$ cat src/rtl/data_bus_bridge.sv
// data_bus_bridge: memory-stage data-side bridge between the pipelined MIPS core and an
// SRAM-like handshaked bus with variable latency.
//
// The core's M-stage access is captured on issue, presented on the bus until accepted
// (bus_addr_ok), then the bridge waits for bus_data_ok and returns load data. The core is
// stalled until the access completes. If the pipeline is frozen for another reason
// (cpu_longstall) when the response arrives, the data is parked in a register and replayed
// without re-issuing the access.
//
// Optional feature (macro ALIGN_CHECK_EN): when defined, misaligned half/word accesses raise
// adel (load) or ades (store) for the issue cycle and never reach the bus. When undefined,
// adel/ades are tied low and every access goes to the bus unchanged.
//
// Ports:
//   clk, rst         clock, synchronous active-low reset
//   cpu_en           M-stage instruction is a load or store
//   cpu_wen          byte write enables (0000 = load)
//   cpu_size         0 byte, 1 half, 2 word
//   cpu_addr         virtual address
//   cpu_wdata        lane-aligned store data
//   cpu_longstall    pipeline frozen for another reason
//   cpu_rdata        load data to the core
//   stall            hold M stage and upstream
//   adel, ades       load / store address error
//   bus_req..wdata   request channel (fields stable for the whole transaction)
//   bus_addr_ok      request accepted
//   bus_data_ok      read data / write ack valid
//   bus_rdata        read data
module data_bus_bridge #(
    parameter int unsigned       ADDR_W    = 32,
    parameter logic [ADDR_W-1:0] ADDR_MASK = 32'h1FFF_FFFF
) (
    input  logic              clk,
    input  logic              rst,
    input  logic              cpu_en,
    input  logic [3:0]        cpu_wen,
    input  logic [1:0]        cpu_size,
    input  logic [ADDR_W-1:0] cpu_addr,
    input  logic [ADDR_W-1:0] cpu_wdata,
    input  logic              cpu_longstall,
    output logic [ADDR_W-1:0] cpu_rdata,
    output logic              stall,
    output logic              adel,
    output logic              ades,
    output logic              bus_req,
    output logic              bus_wr,
    output logic [1:0]        bus_size,
    output logic [ADDR_W-1:0] bus_addr,
    output logic [3:0]        bus_wstrb,
    output logic [ADDR_W-1:0] bus_wdata,
    input  logic              bus_addr_ok,
    input  logic              bus_data_ok,
    input  logic [ADDR_W-1:0] bus_rdata
);

    typedef enum logic [1:0] {
        StIdle,
        StAddr,
        StData,
        StDone
    } stateT;

    stateT             stateQ, stateD;
    logic [ADDR_W-1:0] rdataQ, rdataD;
    logic              loadFields;
    logic              misaligned;

    logic              wrQ;
    logic [1:0]        sizeQ;
    logic [ADDR_W-1:0] addrQ;
    logic [3:0]        wstrbQ;
    logic [ADDR_W-1:0] wdataQ;

`ifdef ALIGN_CHECK_EN
    assign misaligned = ((cpu_size == 2'd1) && cpu_addr[0]) ||
                        ((cpu_size == 2'd2) && (cpu_addr[1:0] != 2'b00));
`else
    assign misaligned = 1'b0;
`endif

    always_ff @(posedge clk) begin
        if (!rst) begin
            stateQ <= StIdle;
            rdataQ <= '0;
            wrQ    <= 1'b0;
            sizeQ  <= 2'd0;
            addrQ  <= '0;
            wstrbQ <= 4'd0;
            wdataQ <= '0;
        end else begin
            stateQ <= stateD;
            rdataQ <= rdataD;
            // Fields are captured only on issue so they stay stable while the core's
            // M-stage inputs are free to wander during the transaction.
            if (loadFields) begin
                wrQ    <= |cpu_wen;
                sizeQ  <= cpu_size;
                addrQ  <= cpu_addr & ADDR_MASK;
                wstrbQ <= cpu_wen;
                wdataQ <= cpu_wdata;
            end
        end
    end

    always_comb begin
        stateD     = stateQ;
        rdataD     = rdataQ;
        loadFields = 1'b0;
        stall      = 1'b0;
        bus_req    = 1'b0;
        cpu_rdata  = '0;
        adel       = 1'b0;
        ades       = 1'b0;

        unique case (stateQ)
            StIdle: begin
                if (cpu_en) begin
                    if (misaligned) begin
                        adel = (cpu_wen == 4'd0);
                        ades = (cpu_wen != 4'd0);
                    end else begin
                        stall      = 1'b1;
                        loadFields = 1'b1;
                        stateD     = StAddr;
                    end
                end
            end
            StAddr: begin
                bus_req = 1'b1;
                stall   = 1'b1;
                if (bus_addr_ok) begin
                    stateD = StData;
                end
            end
            StData: begin
                stall = !bus_data_ok;
                if (bus_data_ok) begin
                    if (cpu_longstall) begin
                        // Core cannot take the data now; park it for replay in StDone.
                        rdataD = bus_rdata;
                        stateD = StDone;
                    end else begin
                        cpu_rdata = bus_rdata;
                        stateD    = StIdle;
                    end
                end
            end
            StDone: begin
                // M stage is frozen on the same access: replay data, never re-issue.
                cpu_rdata = rdataQ;
                if (!cpu_longstall) begin
                    stateD = StIdle;
                end
            end
            default: begin
                stateD = StIdle;
            end
        endcase
    end

    assign bus_wr    = wrQ;
    assign bus_size  = sizeQ;
    assign bus_addr  = addrQ;
    assign bus_wstrb = wstrbQ;
    assign bus_wdata = wdataQ;

endmodule
$ cat config.mk
export PLATFORM = sky130hd
export DESIGN_NAME = data_bus_bridge
export DESIGN_NICKNAME = d
export VERILOG_FILES = /design/src/rtl/data_bus_bridge.sv
export SDC_FILE = /design/constraint.sdc
export NUM_CORES = 1
export LEC_CHECK = 0
export BUFFER_PORTS_ARGS = -buffer_cell sky130_fd_sc_hd__buf_2
export CORE_UTILIZATION = 25
export CTS_CLUSTER_SIZE = 12
export DETAILED_ROUTE_END_ITERATION = 10
export SLEW_MARGIN = 20
export SYNTH_ARGS = -nofsm -noshare
export SYNTH_HDL_FRONTEND = slang
export SYNTH_SLANG_ARGS = --single-unit
export TNS_END_PERCENT = 50
$ cat constraint.sdc
create_clock -name clk -period 2.3 [get_ports clk]
set_input_delay 0.345 -clock clk [delete_from_list [all_inputs] [get_ports clk]]
set_output_delay 0.345 -clock clk [all_outputs]
set_load 0.02 [all_outputs]
==> impl_metrics.toml <==
[status]
status = "finished, final reports clean"

[layout]
mostFrequentLayoutCell = "buf_2"
n_antenna_cell = 0
final_cells = 905
layout.nets = 793
final_area_mm2 = 0.00557
final_cell_mix = "205 x buf_2, 102 x dfxtp_1, 100 x nand3_1"
syn_to_final_growth_pct = 35.4
final_util_pct = 34.8
layout-drive-gt1-share_pct = 34.3

[die]
dieWidth_um = 130
rows = 46
coreArea_mm2 = 0.0160
chipHeight_um = 130
die_area_mm2 = 0.0170
initial_core_util_pct = 25.7
ios = 215

[timing]
finalCritPeriodShare_pct = 91.2
rsz0062_at_grt = "no"
max-slew-margin-rel_pct = 65.3
fin_crit_ns = 2.10
fin_worst_skew_ns = 0.00681
drv_slew = 0
tightest_slew_ns = 0.521
finalSetupViolCount = 0
finalHoldViolCount = 0
fmax_mhz = 477
fin_tns_setup_ns = 0
fin_hold_ws_ns = 0.229

[clocking]
worstSkewPairLatency_ns = 0.34
cts_hold_buf = 0
clkTransAtPathRegs_ns = 0.07
numCtsBuffers = 9
postCtsSetupBuffers = 0
clock-sinks = 102
cts_resized = 0
cts_tree = "yes"
ctsRootBufferMaster = "clkbuf_16"
clock_path_buffers = 2
cts_max_level = 3

[worst_setup_path]
arrival_ns = 1.75
cp.required_ns = 1.96
worst_setup_path_start_kind = "register"
ff2ff_setup_slack_ns = 0.71
reg2reg_from = "stateQ[1]"
path_class = "register to output port"
reg2reg_to = "bus_addr[5]"
r2r_cells = 4
cp-end-kind = "output port"
crit_family = "flip-flops"
slowest_stage = "dfxtp_1"
path_buf_inv = 2
path_cells = "and2_1 -> buf_4 -> a22o_1 -> buf_2"
path_max_fanout = 32
cpPeakStageDelay_ns = 0.52

[detailed_routing]
routed_wirelength_mm = 10.8
avgViaCountPerCell = 4.31
antenna_left = 0
drtIter0Drc = 138
dr.pass1.iters = 4
via_count = 3904
drc = 0
wire_per_inst_um = 12.0

[global_route]
grt_max_degree = 65
grt_pass1_wl_mm = 16.5
grt_pass1_vias = 3397
grt_overflow = 0
grt_usage_pct = 12.6
antenna_found_initial = 0

[yosys]
yosys_register_bits = 102
syn_area_mm2 = 0.00412
seq_area_frac_synth_pct = 49.6
syn_inst = 510
yosysWarningCount = 0
ys_types = 27
synth_area_per_cell_um2 = 8.07

[pwr]
p_sw_share_pct = 27.6
power_frac_comb_pct = 15.6
powerDensity_mw_per_mm2 = 728
switchingPower_w = 0.00112
p_seq_share_pct = 47.4
power_frac_clock_pct = 37.0
power.internal_w = 0.00294
p_leak_nw = 2.58
peakVddDrop_uv = 401

[hold_path]
min_from = "cpu_wdata[28]"
min_to = "bus_wdata[28]"
worstHoldPathType = "input pin to register"
min_path_cells = 3

[place]
hpwl_mm = 7.81
dpl.cell_count = 890
gp_congestion = 0.683
port-buffer-count = 206
dpl_cell_area_mm2 = 0.00528

[flow_run]
cap_viol_max_count = 0
## worst min-delay path, stage by stage
cell	delay, ns
buf_2	0.10
nand2_1	0.05
o21ai_1	0.05
## cell usage after synthesis
master | number | share of area (%)
conb_1 | 1 | 0.091
a22o_1 | 32 | 6.8
nor2b_1 | 1 | 0.15
buf_2 | 9 | 1.1
nand2_1 | 99 | 9.0
or2_2 | 1 | 0.15
nor2_1 | 2 | 0.18
a311oi_1 | 1 | 0.21
o21ai_0 | 59 | 7.2
or4_1 | 1 | 0.18
nor4bb_1 | 1 | 0.24
a211o_1 | 1 | 0.21
o21ai_2 | 1 | 0.21
dfxtp_1 | 102 | 50
buf_6 | 7 | 1.9
a21oi_1 | 3 | 0.36
o21ai_1 | 39 | 4.7
inv_1 | 3 | 0.27
nand4b_1 | 1 | 0.21
clkbuf_1 | 26 | 2.4
or3b_1 | 1 | 0.21
nor3_1 | 1 | 0.12
and2_1 | 1 | 0.15
a211oi_1 | 1 | 0.18
nand3_1 | 100 | 12
buf_1 | 11 | 1.0
buf_4 | 5 | 0.91
## power by group through the flow
| stage | Clock [W] | Combinational, W | Sequential (W) |
|---|---|---|---|
| 6_report | 0.00150 | 0.000632 | 0.00192 |
| 5_1_grt | 0.00165 | 0.000699 | 0.00194 |
| 4_1_cts | 0.00158 | 0.000641 | 0.00192 |
| 3_5_place_dp | 0 | 0.000642 | 0.00196 |
| 3_3_place_gp | 0 | 0.000639 | 0.00196 |
| 2_1_floorplan | 0 | 0.000290 | 0.00207 |
## sequential cells by signal (all words and copies together), names as in the netlist
register	flops
bus_addr	29
bus_size	2
bus_wdata	32
bus_wr	1
bus_wstrb	4
rdataQ	32
stateQ	2
## routing by layer
metal,global-route usage (%),wire length [um],up-vias
met5,0,0,-
met4,5.95,180,0
met3,4.92,1100,11
met2,19.9,4690,162
met1,14.9,4880,1627
li1,-,-,2104
## kinds of logic after synthesis
kind of cell / after synthesis / share of synthesized area, %
AND/OR/NAND/NOR: 209 / 22.8
flip-flops: 102 / 49.6
other: 1 / 0.0911
AO/OA/AOI/OAI: 137 / 19.9
buffers and inverters: 61 / 7.57
## worst max path at each step
| stage | cells past startpoint | endpoint | from |
|---|---|---|---|
| floorplan | 5 | cpu_rdata[0] | stateQ[1] |
| CTS | 4 | cpu_rdata[6] | stateQ[0] |
| global route | 4 | cpu_rdata[29] | stateQ[0] |
| finish | 4 | cpu_rdata[6] | stateQ[1] |
| global placement | 4 | cpu_rdata[17] | stateQ[0] |
| detailed placement | 4 | cpu_rdata[6] | stateQ[0] |
## stage by stage
step	setup WS [ns]	total power, W
final	0.202	0.00406
after global routing	0.0699	0.00429
after CTS	0.193	0.00415
after detailed placement	0.583	0.00260
after global placement	0.570	0.00260
after floorplan	0.635	0.00236
## area by class of cell
| cell class | instances | area (um^2) |
|---|---|---|
| clock inverter | 5 | 61.3 |
| inverter | 3 | 11.3 |
| clock buffer | 10 | 229 |
| multi-input combinational | 351 | 1790 |
| sequential | 102 | 2040 |
| timing repair buffer | 218 | 1160 |
| tap | 216 | 270 |
| fill | 1739 | 10400 |
(Power assumes the default switching activity.)
